[src/rtl/axi_arbiter_w.sv]
// Write-path arbiter: two AXI4 masters share one slave AW/W/B bus, owned per whole
// write transaction (AW, W burst to WLAST, B), round-robin on ties, optional watchdog.
module axi_arbiter_w #(
  parameter int TCO     = 1,
  parameter int TIMEOUT = 256,
  parameter int CNT_W   = 16
) (
  input  logic ACLK,
  input  logic ARESETn,
  input  logic m0_AWVALID,
  input  logic m1_AWVALID,
  input  logic s_AWVALID,
  input  logic s_AWREADY,
  input  logic s_WVALID,
  input  logic s_WREADY,
  input  logic s_WLAST,
  input  logic s_BVALID,
  input  logic s_BREADY,
  output logic m0_wgrnt,
  output logic m1_wgrnt,
  output logic wr_busy,
  output logic wr_timeout
);

  // TCO is a delay hook for behavioural models only; the RTL itself carries no delays.
  if (TCO < 0 || TIMEOUT < 0 || longint'(TIMEOUT) >= (longint'(1) << CNT_W)) begin : g_bad_param
    $error("axi_arbiter_w: TCO/TIMEOUT/CNT_W out of range");
  end

  typedef enum logic [1:0] {IDLE, ADDR, DATA, RESP} state_t;

  state_t           state;
  logic             owner;
  logic             last_owner;
  logic             w_done;
  logic [CNT_W-1:0] cnt;

  logic aw_hs, w_hs, wl_hs, b_hs;
  logic pick;
  logic wd_en, wd_fire;

  assign aw_hs = s_AWVALID & s_AWREADY;
  assign w_hs  = s_WVALID & s_WREADY;
  assign wl_hs = w_hs & s_WLAST;
  assign b_hs  = s_BVALID & s_BREADY;

  // A lone requester wins outright; on a tie the master that did not own the bus last wins.
  assign pick = (m0_AWVALID && m1_AWVALID) ? ~last_owner : m1_AWVALID;

  assign wd_en   = (TIMEOUT != 0);
  assign wd_fire = wd_en && (state == DATA || state == RESP) && !w_hs && !b_hs
                   && (cnt == CNT_W'(TIMEOUT - 1));

  always_ff @(posedge ACLK or negedge ARESETn) begin
    if (!ARESETn) begin
      state      <= IDLE;
      owner      <= 1'b0;
      last_owner <= 1'b1;
      w_done     <= 1'b0;
      cnt        <= '0;
      m0_wgrnt   <= 1'b0;
      m1_wgrnt   <= 1'b0;
      wr_busy    <= 1'b0;
      wr_timeout <= 1'b0;
    end else begin
      wr_timeout <= 1'b0;
      case (state)
        IDLE: begin
          cnt    <= '0;
          w_done <= 1'b0;
          if (m0_AWVALID || m1_AWVALID) begin
            owner    <= pick;
            state    <= ADDR;
            m0_wgrnt <= ~pick;
            m1_wgrnt <= pick;
            wr_busy  <= 1'b1;
          end
        end

        ADDR: begin
          if (aw_hs) begin
            state  <= (w_done || wl_hs) ? RESP : DATA;
            w_done <= 1'b0;
            cnt    <= '0;
          end else if (wl_hs) begin
            w_done <= 1'b1;
          end
        end

        DATA: begin
          if (wd_fire) begin
            state      <= IDLE;
            m0_wgrnt   <= 1'b0;
            m1_wgrnt   <= 1'b0;
            wr_busy    <= 1'b0;
            wr_timeout <= 1'b1;
            last_owner <= owner;
            w_done     <= 1'b0;
            cnt        <= '0;
          end else if (wl_hs) begin
            state <= RESP;
            cnt   <= '0;
          end else if (w_hs || b_hs) begin
            cnt <= '0;
          end else if (wd_en) begin
            cnt <= cnt + CNT_W'(1);
          end
        end

        RESP: begin
          if (b_hs || wd_fire) begin
            state      <= IDLE;
            m0_wgrnt   <= 1'b0;
            m1_wgrnt   <= 1'b0;
            wr_busy    <= 1'b0;
            wr_timeout <= wd_fire;
            last_owner <= owner;
            w_done     <= 1'b0;
            cnt        <= '0;
          end else if (w_hs) begin
            cnt <= '0;
          end else if (wd_en) begin
            cnt <= cnt + CNT_W'(1);
          end
        end

        default: begin
          state    <= IDLE;
          m0_wgrnt <= 1'b0;
          m1_wgrnt <= 1'b0;
          wr_busy  <= 1'b0;
        end
      endcase
    end
  end

endmodule

[config.mk]
export PLATFORM = sky130hd
export DESIGN_NAME = axi_arbiter_w
export DESIGN_NICKNAME = d
export VERILOG_FILES = /design/src/rtl/axi_arbiter_w.sv
export SDC_FILE = /design/constraint.sdc
export NUM_CORES = 1
export LEC_CHECK = 0
export CAP_MARGIN = 20
export CORE_ASPECT_RATIO = 1.5
export CORE_MARGIN = 3
export CORE_UTILIZATION = 58
export CTS_BUF_LIST = sky130_fd_sc_hd__clkbuf_8
export DETAILED_ROUTE_END_ITERATION = 8
export PLACE_DENSITY = 0.82
export SETUP_SLACK_MARGIN = 0.02
export SLEW_MARGIN = 20
export SYNTH_ARGS = -nofsm -noshare
export SYNTH_HDL_FRONTEND = slang
export SYNTH_SLANG_ARGS = --single-unit
[constraint.sdc]
create_clock -name ACLK -period 3.05 [get_ports ACLK]
set_input_delay 0.61 -clock ACLK [delete_from_list [all_inputs] [get_ports ACLK]]
set_output_delay 0.61 -clock ACLK [all_outputs]
set_load 0.005 [all_outputs]
== Yosys cells after proc, flatten, opt, wreduce, memory -nomap -nowiden ==
Index checks and enable logic that the tools add are counted.
Word-level totals
  register bits after elaboration: 25
  output and inout bits: 4
  word-level logic and storage cells: 77
Operators by class
  $add $sub $neg: 1
  equal/unequal tests: 10
  multiplexer cells: 32
  bitwise logic cells: 6
  reduce and logical (&&, ||, !) cells: 19
Operator list (count)
  16-bit two-way mux: 6
  16-bit case mux with 4 select lines: 1
  16-bit by 1-bit adder with 16-bit output (second input constant): 1
  16-bit by 8-bit equality test with 1-bit output (second input constant): 1
  1-bit two-way mux: 13
  2-bit two-way mux: 5
  1-bit case mux with 3 select lines: 3
  2-bit case mux with 4 select lines: 1
  4-bit AND reduction: 2
  2-bit != test (second input constant): 3
  3-bit != test (second input constant): 2
  3-bit AND reduction: 2
  1-bit logical OR: 5
  1-bit bitwise AND: 4
  2-bit equality test (second input constant): 2
  1-bit logical AND: 4
  1-bit case mux with 2 select lines: 2
  1-bit case mux with 4 select lines: 1
  3-bit nonzero test: 1
  2-bit by 1-bit equality test with 1-bit output (second input constant): 1
  1-bit logical NOT: 2
  2-bit logical NOT: 1
  2-bit by 1-bit != test with 1-bit output (second input constant): 1
  1-bit NOT: 2
  other kinds (2): 2

== Longest topological paths before layout ==
Gate-level depths: netlist of the first run.
  depth after elaboration: 8
  mapped depth: 6
  mapped depth without buffers: 5

== Least setup slack after synthesis of the first run ==
Ideal clock, no wire load.
  path kind: register to register
  from: register cnt[8]
  to: register cnt[3]
  data arrival time: 1957 ps
  required time: 2932 ps
  slack: 975 ps
  stages on the path, launching flop included: 7
  period minus slack after synthesis: 2075 ps
  cell sequence: dfrtp_1 buf_6 or4_1 or4_1 buf_6 a31o_1 a21o_1
Between the ends
  cells in the longest elaborated chain, start to end: 5
  elaborated cells between the ends (all ways): 6
  classes of those cells: eq/ne: 1; mux: 3; reduce/logical: 2
RTL lines
  start: declaration: RTL line 36  | logic [CNT_W-1:0] cnt;
  start signal: assignment: RTL line 106  | cnt <= cnt + CNT_W'(1);
  start signal: assignment: RTL line 123  | cnt <= cnt + CNT_W'(1);
  16-bit by 8-bit equality test with 1-bit output *: RTL line 52  | && (cnt == CNT_W'(TIMEOUT - 1));
  1-bit logical AND *: RTL line 52
  1-bit logical OR: RTL line 111  | if (b_hs || wd_fire) begin
  16-bit two-way mux: RTL line 111
  16-bit case mux with 4 select lines *: RTL line 67  | case (state)
Mark *: on every way between the ends. The rest lies on a longest branch, timed or not.
A chain may end at the register's enable or synchronous reset.

== Worst setup path after layout of the first run ==
Ends and elaborated chain as after synthesis.

==> results of run 1 <==
[metrics by stage]
step	power [mW]	instance area, um2	cells	worst slack [ns]	util, %
after floorplan	0.663	1380	145	0.975	-
after global placement	0.772	1530	180	0.799	68.5
after detailed placement	0.783	1530	180	0.765	68.5
after CTS	0.975	1580	184	0.762	70.5
after global routing	1.05	1580	184	0.679	70.5
final	0.972	1580	184	0.756	70.5
[cell usage in the layout, fill, tap and decap left out, types with 2 or more instances in the layout]
cell                              Yosys  routed
sky130_fd_sc_hd__a2111oi_0            3       3
sky130_fd_sc_hd__a211oi_1             6       6
sky130_fd_sc_hd__a21bo_2              2       2
sky130_fd_sc_hd__a21boi_0             2       2
sky130_fd_sc_hd__a21o_1               3       3
sky130_fd_sc_hd__a21oi_1              2       2
sky130_fd_sc_hd__a31oi_1              2       2
sky130_fd_sc_hd__a32o_1               2       2
sky130_fd_sc_hd__and3_1               4       4
sky130_fd_sc_hd__and4_1               2       2
sky130_fd_sc_hd__buf_4                0       2
sky130_fd_sc_hd__clkbuf_8             0       3
sky130_fd_sc_hd__clkdlybuf4s50_1      0      14
sky130_fd_sc_hd__dfrtp_1             24      24
sky130_fd_sc_hd__inv_1                3       3
sky130_fd_sc_hd__nand2_1             11      11
sky130_fd_sc_hd__nand2b_1             2       2
sky130_fd_sc_hd__nand3_1             10      10
sky130_fd_sc_hd__nand4_1              5       5
sky130_fd_sc_hd__nor2_1              15      15
sky130_fd_sc_hd__o21ai_0              9       9
sky130_fd_sc_hd__o22ai_1              6       6
sky130_fd_sc_hd__o32ai_1              2       2
sky130_fd_sc_hd__or4_1                3       3
sky130_fd_sc_hd__xnor2_1              4       4
[power groups by stage]
| stage | registers [mW] | logic, mW | clock network (mW) |
|---|---|---|---|
| 3_5_place_dp | 0.468 | 0.315 | 0 |
| 3_3_place_gp | 0.465 | 0.307 | 0 |
| 2_1_floorplan | 0.441 | 0.222 | 0 |
| 4_1_cts | 0.462 | 0.316 | 0.197 |
| 5_1_grt | 0.476 | 0.360 | 0.209 |
| 6_report | 0.466 | 0.315 | 0.191 |
[path summary, 6_finish.rpt]
path / slack [ns] / to / cells after the start / from
worst max register to register: 0.76 / cnt[3] / 4 / cnt[8]
worst max-delay path: 0.76 / cnt[3] / 4 / cnt[8]
worst min-delay path: 0.51 / owner / 1 / owner
max in group asynchronous: 2.06 / last_owner / 2 / ARESETn
min in group asynchronous: 0.70 / wr_busy / 2 / ARESETn
worst min register to register: 0.51 / owner / 1 / owner
[logic make-up (layout without fill, tap and decap cells)]
| kind of cell | Yosys count | after routing |
|---|---|---|
| simple gates | 60 | 60 |
| buf+inv | 7 | 23 |
| flops | 25 | 25 |
| fa+ha+maj | 1 | 1 |
| xor+xnor | 4 | 4 |
| compound gates | 48 | 48 |
[layout make-up]
cell class              instances  area, um2
inverters                       3       11.3
clock inverters                 1       5.00
repair buffers                 16        155
fillers                       168        658
well taps                      23       28.8
flip-flops and latches         25        627
clock buffers                   3       41.3
multi-input cells             113        707
[critical path: cells and delay by family, from the launching register on]
kind             cells  cell delay [ns]
flip-flops           1             0.48
AND/OR/NAND/NOR      2             1.27
AO/OA/AOI/OAI        2             0.46
[state kept, by name, summed over array words and instances, names as in the netlist]
| register | cells |
|---|---|
| w_done | 1 |
| m0_wgrnt | 1 |
| owner | 1 |
| cnt | 16 |
| last_owner | 1 |
| wr_timeout | 1 |
| m1_wgrnt | 1 |
| wr_busy | 1 |
| state | 2 |
[per-layer routing]
layer | global-route usage [%] | vias up
met5 | 0 | -
met4 | 11.4 | 0
met3 | 3.56 | 10
met2 | 38.8 | 40
met1 | 26.9 | 579
li1 | - | 596
==> flow_results.xml, run 1 <==
<?xml version="1.0" encoding="UTF-8"?>
<metrics>
  <group name="run_status">
    <metric name="run_status" unit="">finished clean</metric>
  </group>
  <group name="clock_network">
    <metric name="ctsRootBufferMaster" unit="">sky130_fd_sc_hd__clkbuf_8</metric>
    <metric name="worst_skew_pair.late_latency" unit="ns">0.27</metric>
    <metric name="htreeDepth" unit="">1</metric>
    <metric name="post_cts_resize_count" unit="">0</metric>
    <metric name="post_cts.repair.setup_buffers" unit="">0</metric>
    <metric name="clkSlewWorstSetupHoldPaths" unit="ns">0.08</metric>
    <metric name="clock_path_buffers" unit="">2</metric>
    <metric name="cts_made_buffers" unit="">3</metric>
    <metric name="hold_buffers" unit="">0</metric>
    <metric name="numClockSinks" unit="">25</metric>
    <metric name="cts_tree" unit="">built</metric>
  </group>
  <group name="power_and_ir_drop">
    <metric name="switching_share" unit="%">35.4</metric>
    <metric name="powerDensity" unit="nW/um2">617</metric>
    <metric name="power.internal" unit="mW">0.627</metric>
    <metric name="maximum_resistive_drop_on_vdd" unit="V">0.000366</metric>
    <metric name="p_comb_share" unit="%">32.4</metric>
    <metric name="power_switching" unit="mW">0.344</metric>
    <metric name="sequential_group_share_of_total_power" unit="%">47.9</metric>
    <metric name="power.clock.fraction" unit="%">19.7</metric>
    <metric name="power_leakage" unit="nW">0.652</metric>
  </group>
  <group name="logic_synthesis">
    <metric name="muxShareOfSynthArea" unit="%">0</metric>
    <metric name="post-synth-top-area-fraction" unit="%">43.7</metric>
    <metric name="synth_flop_cell" unit="">sky130_fd_sc_hd__dfrtp_1</metric>
    <metric name="most_frequent_cells_after_synthesis" unit="">sky130_fd_sc_hd__dfrtp_1 (24), sky130_fd_sc_hd__nor2_1 (15), sky130_fd_sc_hd__nand2_1 (11)</metric>
    <metric name="synth_area_leader_cell" unit="">sky130_fd_sc_hd__dfrtp_1</metric>
    <metric name="netlist_area" unit="um2">1380</metric>
    <metric name="synth_cells" unit="">145</metric>
    <metric name="dominant_combinational_cell_family_by_area_after_synthesis" unit="">compound AO/OA/AOI/OAI gates</metric>
    <metric name="ys.warnings.count" unit="">0</metric>
    <metric name="ys_seq_elements" unit="">25</metric>
    <metric name="ys_types" unit="">43</metric>
    <metric name="simple_gate_share_of_the_synthesized_area" unit="%">22.7</metric>
    <metric name="complex_gate_fraction_of_the_synthesized_area" unit="%">25.3</metric>
    <metric name="post_synth_fa_ha_maj_area_fraction" unit="%">0.910</metric>
    <metric name="register_area_share_after_synthesis" unit="%">45.6</metric>
    <metric name="synth_most_common_cell" unit="">sky130_fd_sc_hd__dfrtp_1</metric>
    <metric name="post_synth_xor_area_fraction" unit="%">2.55</metric>
    <metric name="synth.avg_cell_area" unit="um2">9.48</metric>
    <metric name="synth-edff-count" unit="">0</metric>
    <metric name="async_reset_ff_share" unit="%">100</metric>
    <metric name="postSynthNetCount" unit="">157</metric>
    <metric name="synth_area_leaders" unit="">sky130_fd_sc_hd__dfrtp_1 (44%), sky130_fd_sc_hd__nor2_1 (4.1%), sky130_fd_sc_hd__nand3_1 (3.6%)</metric>
  </group>
  <group name="sta">
    <metric name="tns" unit="ns">0</metric>
    <metric name="final-hold-violation-count" unit="">0</metric>
    <metric name="grt_setup_unrepaired" unit="">no</metric>
    <metric name="fin_worst_skew" unit="ns">0.00289</metric>
    <metric name="setup_viol_count_final" unit="">0</metric>
    <metric name="clock.fmax" unit="GHz">0.436</metric>
    <metric name="min_period" unit="ns">2.29</metric>
    <metric name="fin_worst_hold_slack" unit="ns">0.511</metric>
    <metric name="timing.final.max_slew_violations" unit="">0</metric>
    <metric name="worst_slew_margin_rel" unit="%">54.6</metric>
    <metric name="fin_crit_share" unit="%">75.2</metric>
    <metric name="tightestPinTransition" unit="ns">0.681</metric>
  </group>
  <group name="cells_and_area">
    <metric name="antenna-diode-count" unit="">0</metric>
    <metric name="synthToLayoutAreaGrowth" unit="%">14.6</metric>
    <metric name="drive_gt1_share" unit="%">6.83</metric>
    <metric name="finalNetCount" unit="">174</metric>
  </group>
  <group name="setup_path">
    <metric name="path_cells" unit="">or4_1 -&gt; or4_1 -&gt; a31o_1 -&gt; a21o_1</metric>
    <metric name="setup.worst_path.class" unit="">reg -&gt; reg</metric>
    <metric name="timing.critical_path.mode_cell" unit="">sky130_fd_sc_hd__or4_1</metric>
    <metric name="path_max_fanout" unit="">9</metric>
    <metric name="worstSetupEndpointType" unit="">flop</metric>
    <metric name="critPathRequiredTime" unit="ns">3.22</metric>
    <metric name="worst_setup_path_start_kind" unit="">flop</metric>
    <metric name="critical_path_arrival" unit="ns">2.46</metric>
    <metric name="timing.critical_path.slowest_cell_delay" unit="ns">0.70</metric>
    <metric name="cpMaxStageDelayCell" unit="">sky130_fd_sc_hd__or4_1</metric>
  </group>
  <group name="routing">
    <metric name="detail_route.first_pass.iterations" unit="">4</metric>
    <metric name="routed-via-count" unit="">1225</metric>
    <metric name="drtAntennaViolNets" unit="">0</metric>
    <metric name="met3_length" unit="um">165</metric>
    <metric name="detail_route.wl_per_cell" unit="um">16.2</metric>
    <metric name="drt_first_iter_violations" unit="">23</metric>
    <metric name="route.final.wire_length" unit="um">2990</metric>
    <metric name="detail_route.drc_violations" unit="">0</metric>
    <metric name="routed_via_density" unit="">6.66</metric>
    <metric name="wl_met2" unit="um">1490</metric>
    <metric name="route.top_layer_used" unit="">met4</metric>
    <metric name="met1Wirelength" unit="um">1250</metric>
  </group>
  <group name="global_route">
    <metric name="grt_max_degree" unit="">26</metric>
    <metric name="grt_pass1_vias" unit="">1175</metric>
    <metric name="track_usage" unit="%">22.9</metric>
    <metric name="antenna_found_initial" unit="">0</metric>
    <metric name="grt_overflow" unit="">0</metric>
    <metric name="grt_pass1_wl" unit="um">5110</metric>
  </group>
  <group name="worst_hold_path">
    <metric name="type_of_the_tightest_min_delay_check" unit="">reg -&gt; reg</metric>
  </group>
  <group name="floorplan">
    <metric name="floorplan_die_height" unit="um">65.6</metric>
    <metric name="std_cell_rows" unit="">21</metric>
    <metric name="design.portCount" unit="">15</metric>
    <metric name="core_region_area" unit="um2">2230</metric>
    <metric name="start_util" unit="%">61.6</metric>
    <metric name="floorplan.die_area" unit="um2">3000</metric>
    <metric name="dieWidth" unit="um">45.8</metric>
  </group>
  <group name="flow_run">
    <metric name="max-cap-violations" unit="">0</metric>
  </group>
  <group name="place">
    <metric name="placer_congestion_estimate" unit="">0.863</metric>
    <metric name="hpwl" unit="um">2170</metric>
    <metric name="total_of_buffers_placed_on_input_and_output_ports" unit="">14</metric>
  </group>
</metrics>
No activity file was read; power rests on OpenSTA's default activity.
==> run 2, diff against run 1 <==
--- a/config.mk
+++ b/config.mk
@@ -8,10 +8,10 @@
 export CAP_MARGIN = 20
 export CORE_ASPECT_RATIO = 1.5
 export CORE_MARGIN = 3
-export CORE_UTILIZATION = 58
+export CORE_UTILIZATION = 52
 export CTS_BUF_LIST = sky130_fd_sc_hd__clkbuf_8
 export DETAILED_ROUTE_END_ITERATION = 8
-export PLACE_DENSITY = 0.82
+export PLACE_DENSITY = 0.77
 export SETUP_SLACK_MARGIN = 0.02
 export SLEW_MARGIN = 20
 export SYNTH_ARGS = -nofsm -noshare
==> constraint.sdc (replaced) <==
create_clock -name ACLK -period 1.9 [get_ports ACLK]
set_input_delay 0.38 -clock ACLK [delete_from_list [all_inputs] [get_ports ACLK]]
set_output_delay 0.38 -clock ACLK [all_outputs]
set_load 0.005 [all_outputs]
==> flow_results.xml, run 2 (synthesized netlist as in run 1, its figures left out) <==
<?xml version="1.0" encoding="UTF-8"?>
<metrics>
  <group name="run_status">
    <metric name="run_status" unit="">finished with violations</metric>
    <metric name="violated_checks" unit="">setup timing</metric>
  </group>
  <group name="power_and_ir_drop">
    <metric name="maximum_resistive_drop_on_vdd" unit="V">0.000571</metric>
    <metric name="finalPower" unit="mW">1.82</metric>
    <metric name="powerDensity" unit="nW/um2">955</metric>
    <metric name="power_leakage" unit="nW">0.855</metric>
  </group>
  <group name="global_route">
    <metric name="antenna_found_initial" unit="">0</metric>
    <metric name="grt_max_degree" unit="">26</metric>
    <metric name="track_usage" unit="%">24.3</metric>
    <metric name="grt_overflow" unit="">0</metric>
    <metric name="grt_pass1_vias" unit="">1328</metric>
    <metric name="grt_pass1_wl" unit="um">5730</metric>
  </group>
  <group name="setup_path">
    <metric name="worstSetupEndpointType" unit="">flop</metric>
    <metric name="cpMaxStageDelayCell" unit="">sky130_fd_sc_hd__or4_4</metric>
    <metric name="setup.worst_path.class" unit="">reg -&gt; reg</metric>
    <metric name="critPathRequiredTime" unit="ns">2.06</metric>
    <metric name="critical_path_arrival" unit="ns">2.12</metric>
    <metric name="path_cells" unit="">or4_1 -&gt; or4_4 -&gt; buf_6 -&gt; a32o_2</metric>
    <metric name="timing.critical_path.slowest_cell_delay" unit="ns">0.53</metric>
    <metric name="worst_setup_path_start_kind" unit="">flop</metric>
    <metric name="path_max_fanout" unit="">6</metric>
    <metric name="critical_path.top_delay_family" unit="">simple AND/OR/NAND/NOR gates</metric>
    <metric name="worstPathBufferInverterCount" unit="">1</metric>
  </group>
  <group name="cells_and_area">
    <metric name="drive_gt1_share" unit="%">27.6</metric>
    <metric name="largest_reg_flops" unit="">16</metric>
    <metric name="regMostFlops" unit="">cnt</metric>
    <metric name="layout.cells.most_common" unit="">sky130_fd_sc_hd__buf_4</metric>
    <metric name="fin_area" unit="um2">1900</metric>
    <metric name="antenna-diode-count" unit="">0</metric>
    <metric name="top_regs" unit="">cnt (16), state (2)</metric>
    <metric name="finalNetCount" unit="">209</metric>
    <metric name="fillerInstances" unit="">164</metric>
    <metric name="commonest_non_fill_non_tap_cells_in_the_layout" unit="">sky130_fd_sc_hd__buf_4 (35), sky130_fd_sc_hd__dfrtp_1 (24), sky130_fd_sc_hd__nor2_1 (15)</metric>
    <metric name="synthToLayoutAreaGrowth" unit="%">38.3</metric>
  </group>
  <group name="place">
    <metric name="hpwl" unit="um">2680</metric>
    <metric name="place_area" unit="um2">1790</metric>
    <metric name="total_of_buffers_placed_on_input_and_output_ports" unit="">14</metric>
    <metric name="placer_congestion_estimate" unit="">0.872</metric>
  </group>
  <group name="clock_network">
    <metric name="numClockSinks" unit="">25</metric>
    <metric name="worst_skew_pair.late_latency" unit="ns">0.27</metric>
    <metric name="htreeDepth" unit="">1</metric>
    <metric name="cts_made_buffers" unit="">3</metric>
    <metric name="clock_path_buffers" unit="">2</metric>
    <metric name="cts_tree" unit="">built</metric>
    <metric name="clkSlewWorstSetupHoldPaths" unit="ns">0.09</metric>
    <metric name="hold_buffers" unit="">0</metric>
    <metric name="ctsRootBufferMaster" unit="">sky130_fd_sc_hd__clkbuf_8</metric>
  </group>
  <group name="worst_hold_path">
    <metric name="type_of_the_tightest_min_delay_check" unit="">in -&gt; async</metric>
  </group>
  <group name="sta">
    <metric name="fin_worst_skew" unit="ns">0.00194</metric>
    <metric name="timing.final.ws_setup" unit="ns">-0.0660</metric>
    <metric name="tns" unit="ns">-0.580</metric>
    <metric name="grt_setup_unrepaired" unit="">yes</metric>
    <metric name="setup_viol_count_final" unit="">16</metric>
    <metric name="fin_crit_share" unit="%">103</metric>
    <metric name="min_period" unit="ns">1.97</metric>
    <metric name="tightestPinTransition" unit="ns">0.653</metric>
    <metric name="worst_slew_margin_rel" unit="%">55.3</metric>
    <metric name="timing.final.max_slew_violations" unit="">0</metric>
    <metric name="clock.fmax" unit="GHz">0.509</metric>
    <metric name="final-hold-violation-count" unit="">0</metric>
  </group>
  <group name="routing">
    <metric name="detail_route.drc_violations" unit="">0</metric>
    <metric name="routed_via_density" unit="">6.48</metric>
    <metric name="detail_route.wl_per_cell" unit="um">17.4</metric>
    <metric name="route.final.wire_length" unit="um">3830</metric>
    <metric name="detail_route.first_pass.iterations" unit="">4</metric>
    <metric name="drtAntennaViolNets" unit="">0</metric>
    <metric name="drt_first_iter_violations" unit="">58</metric>
    <metric name="routed-via-count" unit="">1426</metric>
  </group>
  <group name="floorplan">
    <metric name="design.portCount" unit="">15</metric>
    <metric name="floorplan.die_area" unit="um2">3310</metric>
    <metric name="start_util" unit="%">55.5</metric>
    <metric name="floorplan_die_height" unit="um">69.0</metric>
    <metric name="std_cell_rows" unit="">22</metric>
    <metric name="core_region_area" unit="um2">2480</metric>
    <metric name="dieWidth" unit="um">48.0</metric>
  </group>
  <group name="flow_run">
    <metric name="max-cap-violations" unit="">0</metric>
  </group>
</metrics>
run 2: area by class of cell:
type / instances / area (um2) / area share, %
multi-input combinational: 113 / 762 / 40.1
sequential: 25 / 627 / 33.0
timing repair buffer: 51 / 425 / 22.4
clock buffer: 3 / 41.3 / 2.17
tap: 24 / 30.0 / 1.58
inverter: 3 / 11.3 / 0.592
clock inverter: 1 / 5.00 / 0.263
run 2: report_power, final:
part | leakage (nW) | internal (mW) | switching, mW
Sequential | 0.331 | 0.622 | 0.0800
Combinational | 0.498 | 0.391 | 0.409
Clock | 0.0255 | 0.147 | 0.167
Total | 0.855 | 1.16 | 0.656
run 2: layer usage:
layer	wire, um	share of wire, %	GRT usage, %
met1	1540	40	27.1
met2	2030	53	42.7
met3	149	3.9	4.42
met4	116	3.0	11.1
met5	0	0	0
run 2: repair_timing:
| action | 4_1_cts | 5_1_grt |
|---|---|---|
| pin swaps | 8 | 4 |
| buffers inserted | 0 | 1 |
| resized for setup | 11 | 4 |
| endpoints found under the hold margin | 0 | 0 |
| setup endpoints to repair | 20 | 21 |
run 2: final timing paths:
| kind | from | end | slack, ns | cells after the start |
|---|---|---|---|---|
| hold / removal | ARESETn | wr_timeout | 0.47 | 2 |
| hold reg to reg | owner | owner | 0.54 | 1 |
| setup / recovery | cnt[13] | cnt[1] | -0.07 | 4 |
| min in group ACLK | owner | owner | 0.54 | 1 |
| setup reg to reg | cnt[13] | cnt[1] | -0.07 | 4 |
| max in group asynchronous | ARESETn | last_owner | 1.14 | 2 |
run 2: stage by stage:
| step | hold WS (ns) | setup WS, ns | util, % | instances |
|---|---|---|---|---|
| after floorplan | 0.0844 | -0.0782 | - | 145 |
| after global placement | 0.504 | -0.0918 | 72.1 | 215 |
| after global routing | 0.504 | -0.149 | 76.8 | 220 |
| final | 0.465 | -0.0660 | 76.8 | 220 |
| after CTS | 0.479 | -0.0593 | 75.4 | 219 |
| after detailed placement | 0.516 | -0.136 | 72.1 | 215 |
